## src/rtl/uart_cmd_ctrl.sv

```systemverilog
// UART command frame parser: SYNC(0xA5), ADDR, DATA, CHK -> write into an 8x8-bit register bank.
// Rejected frames (checksum, bad address, inter-byte timeout) raise a one-cycle error pulse.
module uart_cmd_ctrl #(
    parameter int unsigned TIMEOUT_CYCLES = 50000
) (
    input  logic        i_clk,
    input  logic        i_rst_n,
    input  logic        i_rx_valid,
    input  logic [7:0]  i_rx_byte,
    output logic [63:0] o_regs,
    output logic        o_wr_strobe,
    output logic [2:0]  o_wr_addr,
    output logic        o_err_pulse,
    output logic [1:0]  o_err_code
);

    localparam int unsigned CntW = (TIMEOUT_CYCLES > 2) ? $clog2(TIMEOUT_CYCLES) : 1;
    localparam logic [CntW-1:0] CntLast = CntW'(TIMEOUT_CYCLES - 1);

    localparam logic [7:0] SyncByte   = 8'hA5;
    localparam logic [1:0] ErrChksum  = 2'b01;
    localparam logic [1:0] ErrTimeout = 2'b10;
    localparam logic [1:0] ErrBadAddr = 2'b11;

    typedef enum logic [1:0] {
        StIdle,
        StGetAddr,
        StGetData,
        StGetChk
    } state_e;

    state_e          state_q, state_d;
    logic            prev_valid_q;
    logic [7:0]      addr_q, addr_d;
    logic [7:0]      data_q, data_d;
    logic [CntW-1:0] cnt_q, cnt_d;
    logic [63:0]     regs_q, regs_d;
    logic            wr_strobe_q, wr_strobe_d;
    logic [2:0]      wr_addr_q, wr_addr_d;
    logic            err_pulse_q, err_pulse_d;
    logic [1:0]      err_code_q, err_code_d;

    logic            accept;
    logic            timeout;
    logic [7:0]      chk_sum;

    // Rising edge of valid only, so a byte held for many cycles is taken once.
    assign accept  = i_rx_valid & ~prev_valid_q;
    assign timeout = (cnt_q == CntLast) && !accept;
    assign chk_sum = SyncByte + addr_q + data_q;

    always_comb begin
        state_d     = state_q;
        addr_d      = addr_q;
        data_d      = data_q;
        cnt_d       = cnt_q;
        regs_d      = regs_q;
        wr_strobe_d = 1'b0;
        wr_addr_d   = wr_addr_q;
        err_pulse_d = 1'b0;
        err_code_d  = err_code_q;

        case (state_q)
            StIdle: begin
                cnt_d = '0;
                if (accept && (i_rx_byte == SyncByte)) begin
                    state_d = StGetAddr;
                end
            end
            StGetAddr, StGetData, StGetChk: begin
                if (accept) begin
                    cnt_d = '0;
                    unique case (state_q)
                        StGetAddr: begin
                            addr_d  = i_rx_byte;
                            state_d = StGetData;
                        end
                        StGetData: begin
                            data_d  = i_rx_byte;
                            state_d = StGetChk;
                        end
                        default: begin
                            state_d = StIdle;
                            if (i_rx_byte != chk_sum) begin
                                err_pulse_d = 1'b1;
                                err_code_d  = ErrChksum;
                            end else if (addr_q[7:3] != 5'd0) begin
                                err_pulse_d = 1'b1;
                                err_code_d  = ErrBadAddr;
                            end else begin
                                regs_d[{addr_q[2:0], 3'b000} +: 8] = data_q;
                                wr_addr_d   = addr_q[2:0];
                                wr_strobe_d = 1'b1;
                            end
                        end
                    endcase
                end else if (timeout) begin
                    cnt_d       = '0;
                    state_d     = StIdle;
                    err_pulse_d = 1'b1;
                    err_code_d  = ErrTimeout;
                end else begin
                    cnt_d = cnt_q + 1'b1;
                end
            end
            default: begin
                state_d = StIdle;
                cnt_d   = '0;
            end
        endcase
    end

    always_ff @(posedge i_clk or negedge i_rst_n) begin
        if (!i_rst_n) begin
            state_q      <= StIdle;
            prev_valid_q <= 1'b1;
            addr_q       <= '0;
            data_q       <= '0;
            cnt_q        <= '0;
            regs_q       <= '0;
            wr_strobe_q  <= 1'b0;
            wr_addr_q    <= '0;
            err_pulse_q  <= 1'b0;
            err_code_q   <= '0;
        end else begin
            state_q      <= state_d;
            prev_valid_q <= i_rx_valid;
            addr_q       <= addr_d;
            data_q       <= data_d;
            cnt_q        <= cnt_d;
            regs_q       <= regs_d;
            wr_strobe_q  <= wr_strobe_d;
            wr_addr_q    <= wr_addr_d;
            err_pulse_q  <= err_pulse_d;
            err_code_q   <= err_code_d;
        end
    end

    assign o_regs      = regs_q;
    assign o_wr_strobe = wr_strobe_q;
    assign o_wr_addr   = wr_addr_q;
    assign o_err_pulse = err_pulse_q;
    assign o_err_code  = err_code_q;

endmodule

```

## config.mk

```make
export PLATFORM = sky130hd
export DESIGN_NAME = uart_cmd_ctrl
export DESIGN_NICKNAME = d
export VERILOG_FILES = /design/src/rtl/uart_cmd_ctrl.sv
export SDC_FILE = /design/constraint.sdc
export NUM_CORES = 1
export LEC_CHECK = 0
export BUFFER_PORTS_ARGS = -buffer_cell sky130_fd_sc_hd__buf_2
export CORE_MARGIN = 2
export CORE_UTILIZATION = 40
export DETAILED_ROUTE_END_ITERATION = 10
export PLACE_DENSITY = 0.62
export SLEW_MARGIN = 20
export SYNTH_ARGS = -nofsm -noshare
export SYNTH_HDL_FRONTEND = slang
export SYNTH_SLANG_ARGS = --single-unit
```

## constraint.sdc

```tcl
create_clock -name i_clk -period 4 [get_ports i_clk]
set_input_delay 0.4 -clock i_clk [delete_from_list [all_inputs] [get_ports i_clk]]
set_output_delay 0.4 -clock i_clk [all_outputs]
set_load 0.005 [all_outputs]
```

==> metrics.txt <==
clock skew after layout=~0.0096 ns; number of H-tree levels=3; Critical Path AT=roughly 3.9 ns; first-pass GRT wire length=between 15000 and 20000 um; vias in the first global route=approximately 3600; cell type of the slowest stage on the worst timing path=sky130_fd_sc_hd__or4_1; Root Buffer=sky130_fd_sc_hd__clkbuf_16; top-level I/O count=82; most common library cell in the layout ignoring fill and taps=sky130_fd_sc_hd__dfrtp_1; cells along the critical path=ha_1 -> ha_1 -> fa_1 -> xnor2_1 -> nand3_1 -> or4_1 -> buf_4 -> nor3_4 -> mux2_2; hold bufs inserted after CTS=0; clock tree from TritonCTS=done; most numerous cell on the critical path=sky130_fd_sc_hd__ha_1; type of the worst min-delay path=in -> async; Worst Hold Slack=~0.19 ns; # rows=41; Mapped Nets=480; overall global routing resource usage=17.5%; half-perimeter wire length of the detailed placement result=roughly 8500 um; result of the run=finished, final reports clean; diode count=0; fill count=1213; top library cells by usage in the layout, fill and taps aside=sky130_fd_sc_hd__dfrtp_1 (105), sky130_fd_sc_hd__buf_2 (80), sky130_fd_sc_hd__mux2_2 (63); total clock sinks=between 100 and 150; number of resized instances in the post-cts repair step=0; Worst VDD drop=around 0.38 mV; post-synthesis to final-layout area growth=17.1%; power density over the cells=560 nW/um2; pin count of the biggest net entering global routing=78; number of max-slew violations in the final report=0; max frequency=278 MHz; source-to-sink clock delay at the later pin of the worst-skew pair=about 0.35 ns; RSZ-0062 raised after global routing=false; max-cap violation count=0; Pre-Repair DR Iteration Count=4; total CTS buffers=9; number of cells on the worst reg-to-reg path=9; crit path to=o_regs[17]; Die Span Y=between 100 and 150 um; final setup violation count=0; core occupancy in the finished layout=between 40% and 50%; fin area=about 6100 um2; initial standard-cell utilization of the core=~40%; Critical Path End Type=flop; static leakage=around 3.2 nW; post-synthesis register bit count=roughly 110; Post-CTS Setup Repair Bufs=0; worst max-slew margin expressed relative to the limit=a little over a third; area of the core region=about 13000 um2; crit share post-route=90.1%; overflow left after global routing=0; synthesized area=between 5000 and 6000 um2; FFs w/ async S/R, synth=100%; count of unique library cells instantiated by Yosys=between 40 and 50; worst path required time=~4.2 ns; Main synth FF type=sky130_fd_sc_hd__dfrtp_1; R2R Path Start=data_q[1]; final weighted congestion in routability-driven placement=~0.81; Longest Clk Path Bufs=2; endpoint of the worst-slack reg-to-reg timing path=o_regs[17]; Net count, final=approximately 570; antenna-violating nets left=0; average cell area after synthesis=between 10 and 15 um2; routed wire length per instance=roughly 16 um; EDFF count, synth=0; total routed wirelength=11600 um; Max Fanout on Critical Path=8; clock input transition at the sequential cells of the worst setup and hold paths=0.08 ns; via count normalized by instance count=5.03; synthesized netlist cell count=between 400 and 500; layout cell share with drive strength beyond 1=approximately 34%; warning count from the yosys run=0; Register-to-Register Setup Slack=0.40 ns; Die X=roughly 120 um; Port Buffer Count=81; post-layout minimum cycle time=roughly 3.6 ns; initial antenna violation count=0; Remaining DRCs=0; Slowest Stage Delay on Critical Path=0.62 ns; violation count after the first detailed-route iteration=approximately 160; post-route setup TNS=0 ns; overall power consumption=3.44 mW; detailed-route via count=about 3600; slew at the pin closest to its max-slew limit=0.976 ns; critical path class=reg -> reg; die area=~14000 um2; instance area after placement=roughly 6000 um2; Fin. Hold Viols=0; Setup crit start=data_q[1]; sequential element share of the synthesized area=about half; Worst setup SP type=flop
[metal layers]
| layer | wire (um) | GRT usage, % |
|---|---|---|
| met1 | 5490 | 24.0 |
| met3 | 232 | 2.56 |
| met2 | 5730 | 28.1 |
| met5 | 0 | 0 |
| met4 | 182 | 6.55 |
[Yosys cell counts (all sizes together), types with 5 or more instances]
| library cell | number | area [um2] |
|---|---|---|
| a21oi | 5 | 25.0 |
| and2 | 14 | 87.6 |
| and3 | 13 | 81.3 |
| clkbuf | 6 | 23.8 |
| dfrtp | 105 | 2630 |
| ha | 23 | 288 |
| inv | 30 | 113 |
| mux2 | 63 | 709 |
| mux2i | 15 | 150 |
| nand2 | 30 | 113 |
| nand3 | 10 | 50.1 |
| nand4 | 6 | 37.5 |
| nor2 | 36 | 135 |
| nor3 | 15 | 159 |
| o21ai | 8 | 40.0 |
| xnor2 | 17 | 149 |
| xor2 | 10 | 87.6 |
[how the worst min path moves through the flow]
stage	endpoint	slack [ns]	cells after the start
floorplan	addr_q[0]	0.10	0
global placement	cnt_q[0]	0.45	1
detailed placement	cnt_q[0]	0.45	1
CTS	prev_valid_q	0.17	1
global route	prev_valid_q	0.17	1
finish	cnt_q[2]	0.19	1
[flip-flops by register name (all words and copies together) (netlist names)]
signal        count
o_wr_strobe       1
data_q            8
cnt_q            16
addr_q            8
o_err_code        2
o_err_pulse       1
prev_valid_q      1
state_q           2
o_regs           64
o_wr_addr         3
[power breakdown]
group          switching [mW]  internal [mW]
combinational           0.799          0.502
sequential              0.110           1.17
clock                   0.415          0.447
[kinds of logic after synthesis]
kind of cell | after synthesis | share of synthesized area [%]
adders and majority gates | 24 | 5.87
xor gates and xnor gates | 27 | 4.51
DFF | 106 | 50.6
and+or+nand+nor | 147 | 16.7
AOI/OAI and AO/OA | 23 | 2.72
buffers and inverters | 40 | 3.27
muxes | 78 | 16.4
[worst max-delay path, delay by kind of cell, from the launching register on]
kind	cells	cell delay, ns
and+or+nand+nor	3	1.17
adders and majority gates	3	1.00
DFF	1	0.47
muxes	1	0.39
buffers and inverters	1	0.27
xor gates and xnor gates	1	0.17
[stage by stage]
stage | instances | setup WS [ns]
floorplan | 445 | 0.751
global route | 710 | 0.205
CTS | 710 | 0.352
finish | 710 | 0.397
global placement | 694 | 0.437
detailed placement | 694 | 0.374
[area by class of cell]
class,count,area [um2],share of cell area [%]
clock buffers,10,239,3.89
well taps,172,215,3.50
clock inverters,6,50.0,0.815
flip-flops and latches,106,2650,43.2
multi-input cells,299,2420,39.4
repair buffers,87,453,7.37
inverters,30,113,1.83
Power figures use the tool's default switching activity.
